==> src/rtl/mem_access_pkg.sv <==
// Shared definitions for the MEM-stage store issuer and the WB load extractor:
// access size codes and the store FSM state encodings.
package mem_access_pkg;

  // Bus size codes (data_size) shared by load and store paths.
  localparam logic [1:0] SZ_BYTE = 2'd0;
  localparam logic [1:0] SZ_HALF = 2'd1;
  localparam logic [1:0] SZ_WORD = 2'd2;

  // Store FSM states.
  localparam logic [1:0] ST_IDLE = 2'd0;
  localparam logic [1:0] ST_REQ  = 2'd1;
  localparam logic [1:0] ST_WAIT = 2'd2;
  localparam logic [1:0] ST_DONE = 2'd3;

  // Map the pipeline access type (00 byte, 01 half, 1x word) to a bus size code.
  function automatic logic [1:0] size_of(input logic [1:0] mem_type);
    return mem_type[1] ? SZ_WORD : (mem_type[0] ? SZ_HALF : SZ_BYTE);
  endfunction

  // True when an access of the given size cannot start at this byte offset.
  function automatic logic is_misaligned(input logic [1:0] size, input logic [1:0] addr_lo);
    return (size == SZ_HALF) ? addr_lo[0] :
           (size == SZ_WORD) ? (addr_lo != 2'b00) : 1'b0;
  endfunction

endpackage

==> src/rtl/store_align.sv <==
// Combinational lane builder: turns (type, byte offset, rt value) into the
// bus size code, byte strobes, lane-replicated write data and a misalignment flag.
module store_align
  import mem_access_pkg::*;
(
  input  logic [1:0]  mem_type,
  input  logic [1:0]  addr_lo,
  input  logic [31:0] data,
  output logic [3:0]  wstrb,
  output logic [31:0] wdata,
  output logic [1:0]  size,
  output logic        misaligned
);

  // Strobe and data replication per access size; the slave picks lanes by wstrb.
  always_comb begin
    // NOTE: every output gets a default first so no path through the case infers a latch.
    size       = size_of(mem_type);
    misaligned = is_misaligned(size, addr_lo);
    wstrb      = 4'b0000;
    wdata      = 32'h0;
    case (size)
      SZ_BYTE: begin
        wstrb = 4'b0001 << addr_lo;
        wdata = {4{data[7:0]}};
      end
      SZ_HALF: begin
        wstrb = addr_lo[1] ? 4'b1100 : 4'b0011;
        wdata = {2{data[15:0]}};
      end
      default: begin
        wstrb = 4'b1111;
        wdata = data;
      end
    endcase
  end

endmodule

==> src/rtl/mem_store_unit.sv <==
// MEM-stage store issuer. Checks alignment, latches the bus fields on
// acceptance, drives one write on the sram-like data bus and holds the pipe
// until data_ok. Misaligned stores raise AdES instead of touching the bus.
// Only WIDTH = 32 is supported.
module mem_store_unit
  import mem_access_pkg::*;
#(
  parameter int WIDTH  = 32,
  parameter int ADDR_W = 32
) (
  input  logic              clk,
  input  logic              resetn,
  input  logic              store_valid,
  input  logic [1:0]        MemWriteTypeM,
  input  logic [ADDR_W-1:0] store_addr,
  input  logic [WIDTH-1:0]  store_data,
  input  logic              flush,
  output logic              data_req,
  output logic              data_wr,
  output logic [1:0]        data_size,
  output logic [ADDR_W-1:0] data_addr,
  output logic [3:0]        data_wstrb,
  output logic [WIDTH-1:0]  data_wdata,
  input  logic              data_addr_ok,
  input  logic              data_data_ok,
  output logic              store_stall,
  output logic              store_done,
  output logic              exc_ades,
  output logic [ADDR_W-1:0] exc_badvaddr
);

  logic [1:0]        state;
  logic [1:0]        state_next;
  logic [3:0]        lane_wstrb;
  logic [WIDTH-1:0]  lane_wdata;
  logic [1:0]        lane_size;
  logic              misaligned;
  logic              accept;

  logic [1:0]        size_q;
  logic [ADDR_W-1:0] addr_q;
  logic [3:0]        wstrb_q;
  logic [WIDTH-1:0]  wdata_q;

  store_align u_align (
    .mem_type   (MemWriteTypeM),
    .addr_lo    (store_addr[1:0]),
    .data       (store_data),
    .wstrb      (lane_wstrb),
    .wdata      (lane_wdata),
    .size       (lane_size),
    .misaligned (misaligned)
  );

  // A store is taken only from IDLE, aligned and not being flushed.
  assign accept = (state == ST_IDLE) & store_valid & ~misaligned & ~flush;

  // Next-state logic. data_ok is only looked at in REQ and WAIT, so a stray or
  // unknown data_ok while idle or retiring has no effect.
  always_comb begin
    state_next = state;
    case (state)
      ST_IDLE: if (accept) state_next = ST_REQ;
      ST_REQ: begin
        if (data_addr_ok) state_next = data_data_ok ? ST_DONE : ST_WAIT;
        else if (flush)   state_next = ST_IDLE;
      end
      // Once the slave has the address the write is committed; flush cannot cancel it.
      ST_WAIT: if (data_data_ok) state_next = ST_DONE;
      default: state_next = ST_IDLE;
    endcase
  end

  // State register; reset abandons any outstanding bus write.
  always_ff @(posedge clk or negedge resetn) begin
    // NOTE: sequential state uses non-blocking assignments so all flops update together.
    if (!resetn) state <= ST_IDLE;
    else         state <= state_next;
  end

  // Bus fields are captured once at acceptance and held stable through REQ/WAIT.
  always_ff @(posedge clk or negedge resetn) begin
    // NOTE: these are a handful of datapath flops, so they are reset to give clean zero outputs.
    if (!resetn) begin
      size_q  <= SZ_BYTE;
      addr_q  <= '0;
      wstrb_q <= 4'b0000;
      wdata_q <= '0;
    end else if (accept) begin
      size_q  <= lane_size;
      addr_q  <= store_addr;
      wstrb_q <= lane_wstrb;
      wdata_q <= lane_wdata;
    end
  end

  assign data_req   = (state == ST_REQ);
  assign data_wr    = data_req;
  assign data_size  = size_q;
  assign data_addr  = addr_q;
  assign data_wstrb = wstrb_q;
  assign data_wdata = wdata_q;
  assign store_done = (state == ST_DONE);

  // Stall covers the accept cycle and the whole bus handshake, but not DONE so
  // the store retires exactly once. The resetn terms keep a store sitting on
  // the pipe from raising stall or AdES while reset is held.
  assign store_stall  = (state == ST_REQ) | (state == ST_WAIT) | (accept & resetn);
  assign exc_ades     = resetn & (state == ST_IDLE) & store_valid & misaligned & ~flush;
  assign exc_badvaddr = store_addr;

endmodule

==> config.mk <==
export PLATFORM = sky130hd
export DESIGN_NAME = mem_store_unit
export DESIGN_NICKNAME = d
export VERILOG_FILES = /design/src/rtl/mem_access_pkg.sv /design/src/rtl/store_align.sv /design/src/rtl/mem_store_unit.sv
export SDC_FILE = /design/constraint.sdc
export NUM_CORES = 1
export LEC_CHECK = 0
export ABC_AREA = 1
export BUFFER_PORTS_ARGS = -buffer_cell sky130_fd_sc_hd__buf_2
export CAP_MARGIN = 20
export CORE_ASPECT_RATIO = 1.1
export CORE_MARGIN = 1
export CORE_UTILIZATION = 53
export DETAILED_ROUTE_END_ITERATION = 7
export GPL_ROUTABILITY_DRIVEN = 1
export PLACE_DENSITY = 0.87
export SLEW_MARGIN = 20
export SYNTH_ARGS = -nofsm -noshare
export SYNTH_HDL_FRONTEND = slang
export SYNTH_HIERARCHICAL = 1
export SYNTH_SLANG_ARGS = --single-unit
==> constraint.sdc <==
create_clock -name clk -period 2.3 [get_ports clk]
set_input_delay 0.345 -clock clk [delete_from_list [all_inputs] [get_ports clk]]
set_output_delay 0.345 -clock clk [all_outputs]
set_load 0.02 [all_outputs]
==> impl_results.html <==
<table>
<tr><th>Metric</th><th>Value</th></tr>
<tr><th colspan="2">Outcome</th></tr>
<tr><td>Run status</td><td>finished clean</td></tr>
<tr><th colspan="2">Clocking</th></tr>
<tr><td>Count of buffers added by post-CTS timing repair for setup</td><td>0</td></tr>
<tr><td>Number of clock buffers inserted by TritonCTS</td><td>9</td></tr>
<tr><td>Cell chosen for the clock root</td><td>sky130_fd_sc_hd__clkbuf_8</td></tr>
<tr><td>Number of sinks on the clock net</td><td>between 70 and 80</td></tr>
<tr><td>CTS max path bufs</td><td>2</td></tr>
<tr><td>Post-CTS clock slew at the launch and capture registers of the worst setup and hold paths</td><td>about 0.08 ns</td></tr>
<tr><td>Clock insertion delay at the later pin of the skew report</td><td>0.34 ns</td></tr>
<tr><td>CTS tree</td><td>done</td></tr>
<tr><td>Htree depth</td><td>3</td></tr>
<tr><th colspan="2">Placement</th></tr>
<tr><td>Half-perimeter wire length after detailed placement</td><td>~7 mm</td></tr>
<tr><td>Number of buffers inserted by port buffering</td><td>approximately 180</td></tr>
<tr><td>Worst slack at placement</td><td>between 0.2 and 0.25 ns</td></tr>
<tr><td>Post-Place Cells</td><td>698</td></tr>
<tr><td>Post-DP Area</td><td>slightly below 5000 µm²</td></tr>
<tr><td>Final weighted congestion in routability-driven placement</td><td>roughly 0.8</td></tr>
<tr><th colspan="2">Routing</th></tr>
<tr><td>DRC violation total after the first TritonRoute iteration</td><td>around 170</td></tr>
<tr><td>Highest signal layer in the routed design</td><td>met4</td></tr>
<tr><td>Number of remaining DRC errors</td><td>0</td></tr>
<tr><td>Drt wl/cell</td><td>between 10 and 15 µm</td></tr>
<tr><td>Count of nets left with antenna violations after detail routing</td><td>0</td></tr>
<tr><td>Met2 WL</td><td>slightly below 5 mm</td></tr>
<tr><td>Via count</td><td>3593</td></tr>
<tr><td>Total wire length after detailed routing</td><td>~9.9 mm</td></tr>
<tr><td>Via density</td><td>5.025</td></tr>
<tr><td>Routed length on met3</td><td>628 µm</td></tr>
<tr><td>Met1 WL</td><td>between 4 and 5 mm</td></tr>
<tr><td>Drt pass-1 iters</td><td>5</td></tr>
<tr><th colspan="2">Power</th></tr>
<tr><td>Max VDD drop</td><td>~0.6 mV</td></tr>
<tr><td>Sequential fraction of design power</td><td>0.388</td></tr>
<tr><td>Power share of the combinational group</td><td>0.470</td></tr>
<tr><td>Sw frac</td><td>0.4618</td></tr>
<tr><td>Power Internal</td><td>roughly 3.5 mW</td></tr>
<tr><td>Clock network power share</td><td>0.142</td></tr>
<tr><td>Power after layout</td><td>between 6 and 7 mW</td></tr>
<tr><td>Leakage power of the design</td><td>roughly 2.8 nW</td></tr>
<tr><td>Power density over cell area</td><td>~1300 nW/µm²</td></tr>
<tr><td>Net switching component of the power</td><td>2.965 mW</td></tr>
<tr><th colspan="2">Cells and area</th></tr>
<tr><td>Ant. Diodes</td><td>0</td></tr>
<tr><td>Total non-filler cell area in the finished layout</td><td>around 5100 µm²</td></tr>
<tr><td>Fraction of the core area covered by cells at the end of the flow</td><td>0.6431</td></tr>
<tr><td>Area Overhead vs Synth</td><td>17.06%</td></tr>
<tr><td>Ratio of cells with drive above 1 in the final layout</td><td>0.4613</td></tr>
<tr><td>Number of nets in the final layout</td><td>between 600 and 700</td></tr>
<tr><td>Filler-free cell count of the finished design</td><td>715</td></tr>
<tr><th colspan="2">Worst setup path</th></tr>
<tr><td>Crit. End Element</td><td>primary output</td></tr>
<tr><td>Setup CP Type</td><td>flop to primary output</td></tr>
<tr><td>Count of buffer and inverter cells on the critical path</td><td>3</td></tr>
<tr><td>Data required time of the critical path</td><td>about 2.0 ns</td></tr>
<tr><td>Max stage delay cell, worst path</td><td>sky130_fd_sc_hd__dfrtp_1</td></tr>
<tr><td>Setup crit start kind</td><td>flop</td></tr>
<tr><td>Crit path DAT</td><td>1.83 ns</td></tr>
<tr><td>Kind of cell adding the most delay to the critical path</td><td>flip-flops</td></tr>
<tr><td>Cell depth of the worst flop-to-flop path</td><td>8</td></tr>
<tr><td>Slack of the worst reg-to-reg path</td><td>0.38 ns</td></tr>
<tr><td>Reg-to-Reg End</td><td>data_addr[20]</td></tr>
<tr><td>Highest cell delay on the worst timing path</td><td>about 0.45 ns</td></tr>
<tr><td>Critical register-to-register path startpoint</td><td>state[0]</td></tr>
<tr><td>Crit path cell chain</td><td>inv_1, ha_1, nand2_2, clkinv_4, a31o_2, buf_2</td></tr>
<tr><td>Crit path max fanout</td><td>21</td></tr>
<tr><th colspan="2">Global route</th></tr>
<tr><td>Initial antenna violation count</td><td>0</td></tr>
<tr><td>Wire length of the first global-routing pass</td><td>approximately 16 mm</td></tr>
<tr><td>Aggregate global routing overflow</td><td>0</td></tr>
<tr><td>Overall routing resource usage</td><td>0.2373</td></tr>
<tr><td>Largest net degree at the start of global routing</td><td>56</td></tr>
<tr><td>Vias in the first global route</td><td>3326</td></tr>
<tr><th colspan="2">STA</th></tr>
<tr><td>Fmax achieved</td><td>approximately 460 MHz</td></tr>
<tr><td>Count of final max-slew check failures</td><td>0</td></tr>
<tr><td>Transition at the pin with the smallest max-transition slack</td><td>~0.66 ns</td></tr>
<tr><td>Total Neg Setup Slack</td><td>0 ns</td></tr>
<tr><td>Final setup margin</td><td>~0.13 ns</td></tr>
<tr><td>Relative max-transition margin</td><td>0.5611</td></tr>
<tr><td>Final worst-path cycle share</td><td>0.9450</td></tr>
<tr><td>Setup-violating endpoint count in the final report</td><td>0</td></tr>
<tr><td>Final Skew</td><td>0.008165 ns</td></tr>
<tr><td>Final Hold Violating Endpoints</td><td>0</td></tr>
<tr><td>RSZ-0062 raised after global routing</td><td>no</td></tr>
<tr><td>Final critical delay including setup and external delays</td><td>~2.2 ns</td></tr>
<tr><td>Final hold slack</td><td>~0.24 ns</td></tr>
<tr><th colspan="2">Synth</th></tr>
<tr><td>Sequential element share of the synthesized area</td><td>0.4123</td></tr>
<tr><td>Gate count after technology mapping</td><td>about 470</td></tr>
<tr><td>Post-synth ARST share</td><td>1.000</td></tr>
<tr><td>Number of nets in the synthesized netlist</td><td>550</td></tr>
<tr><td>Ranking of synthesized cells by instance count</td><td>128 x sky130_fd_sc_hd__nand2_1, 92 x sky130_fd_sc_hd__nand3_1, 72 x sky130_fd_sc_hd__dfrtp_1</td></tr>
<tr><td>Cells taking the most area after synthesis</td><td>sky130_fd_sc_hd__dfrtp_1 41%, sky130_fd_sc_hd__nand2_4 18%, sky130_fd_sc_hd__nand2_1 11%, sky130_fd_sc_hd__nand3_1 11%, sky130_fd_sc_hd__buf_4 7.7%</td></tr>
<tr><td>Library cell occupying the most area in the post-synthesis netlist</td><td>sky130_fd_sc_hd__dfrtp_1</td></tr>
<tr><td>Flops &amp; latches, synth</td><td>just over 70</td></tr>
<tr><td>Dominant synthesized flop cell</td><td>sky130_fd_sc_hd__dfrtp_1</td></tr>
<tr><td>Portion of synthesized cell area occupied by the leading cell type</td><td>0.4123</td></tr>
<tr><td>Count of yosys warnings during synthesis</td><td>6</td></tr>
<tr><td>Post-synth design cell area</td><td>between 4000 and 5000 µm²</td></tr>
<tr><td>Most common cell in the synthesized netlist</td><td>sky130_fd_sc_hd__nand2_1</td></tr>
<tr><td>Avg Cell Area, Syn</td><td>a little over 9 µm²</td></tr>
<tr><td>Count of flip-flops with a built-in enable after synthesis</td><td>0</td></tr>
<tr><td>Yosys cell types</td><td>19</td></tr>
<tr><th colspan="2">Floorplanning</th></tr>
<tr><td>Starting Density</td><td>0.5494</td></tr>
<tr><td>Number of placed I/O pins</td><td>179</td></tr>
<tr><td>DIE WIDTH</td><td>88.58 µm</td></tr>
<tr><td>Placeable core region</td><td>around 8000 µm²</td></tr>
<tr><td>Total Die Area</td><td>roughly 8600 µm²</td></tr>
<tr><td>Die Y</td><td>97.24 µm</td></tr>
<tr><td>Number of cell rows</td><td>34</td></tr>
<tr><th colspan="2">Hold path</th></tr>
<tr><td>Hold Path Stages</td><td>3</td></tr>
<tr><td>End point of the worst hold path</td><td>data_addr[28]</td></tr>
<tr><td>Type of the tightest min-delay check</td><td>input port to flop</td></tr>
<tr><td>Startpoint of the most critical hold path</td><td>store_addr[28]</td></tr>
<tr><th colspan="2">Job</th></tr>
<tr><td>Count of max-cap constraint violations</td><td>0</td></tr>
</table>
cells by family after synthesis:
family | share of synthesized area
and+or+nand+nor | 0.4137
buffers and inverters | 0.1406
DFF | 0.4123
AOI/OAI and AO/OA | 0.01918
adders and majority gates | 0.01431
tightest hold or removal path, delay by kind of cell:
family / cells / cell delay, ns
buffers and inverters: 1 / 0.08
AND/OR/NAND/NOR: 2 / 0.13
placed cells by master, fill, tap and decap left out, drive strengths merged:
master and count:
nand2 201, buf 187, nand3 92, dfrtp 72
o21ai 13, inv 10, clkbuf 10, nor2 6
ha 5, clkinv 4, clkinvlp 3, a21oi 2
a31o 1, dlygate4sd3 1
routing by layer:
layer / GRT usage / up-vias
met3: 0.05183 / 25
met1: 0.2959 / 1679
met2: 0.3988 / 160
li1: - / 1729
met5: 0 / -
met4: 0.08313 / 0
timing repair:
| item | 4_1_cts | 5_1_grt |
|---|---|---|
| endpoints found under the setup margin | 0 | 0 |
| hold buffers | 1 | 0 |
| resized for setup | 0 | 0 |
| hold endpoints to repair | 31 | 0 |
layout make-up:
| class | instances | area, µm² |
|---|---|---|
| tap | 108 | 135.1 |
| inverter | 11 | 46.29 |
| sequential | 72 | 1802 |
| fill | 692 | 2839 |
| multi-input combinational | 320 | 1954 |
| clock buffer | 10 | 137.6 |
| clock inverter | 6 | 45.04 |
| timing repair buffer | 188 | 996.0 |
registers in the layout, summed over array words and instances (netlist names):
name        count
data_wdata     32
data_size       2
data_addr      32
data_wstrb      4
state           2
worst max path at each step:
stage,cells after the start,startpoint,endpoint,slack (ns)
2_1_floorplan,6,MemWriteTypeM[1],exc_ades,0.50
3_3_place_gp,7,MemWriteTypeM[0],data_wdata[30],0.31
3_5_place_dp,7,MemWriteTypeM[1],data_addr[6],0.23
4_1_cts,6,state[0],store_stall,0.12
5_1_grt,6,state[0],store_stall,0.03
6_report,6,state[0],store_stall,0.13
power groups by stage:
stage,registers [mW],clock network [mW],logic (mW)
after CTS,2.49,0.936,3.06
final,2.49,0.914,3.02
after global placement,2.48,0,2.98
after global routing,2.56,0.994,3.29
after floorplan,3.20,0,1.45
after detailed placement,2.50,0,3.06
Note: power is estimated with default switching activity, not from simulation.
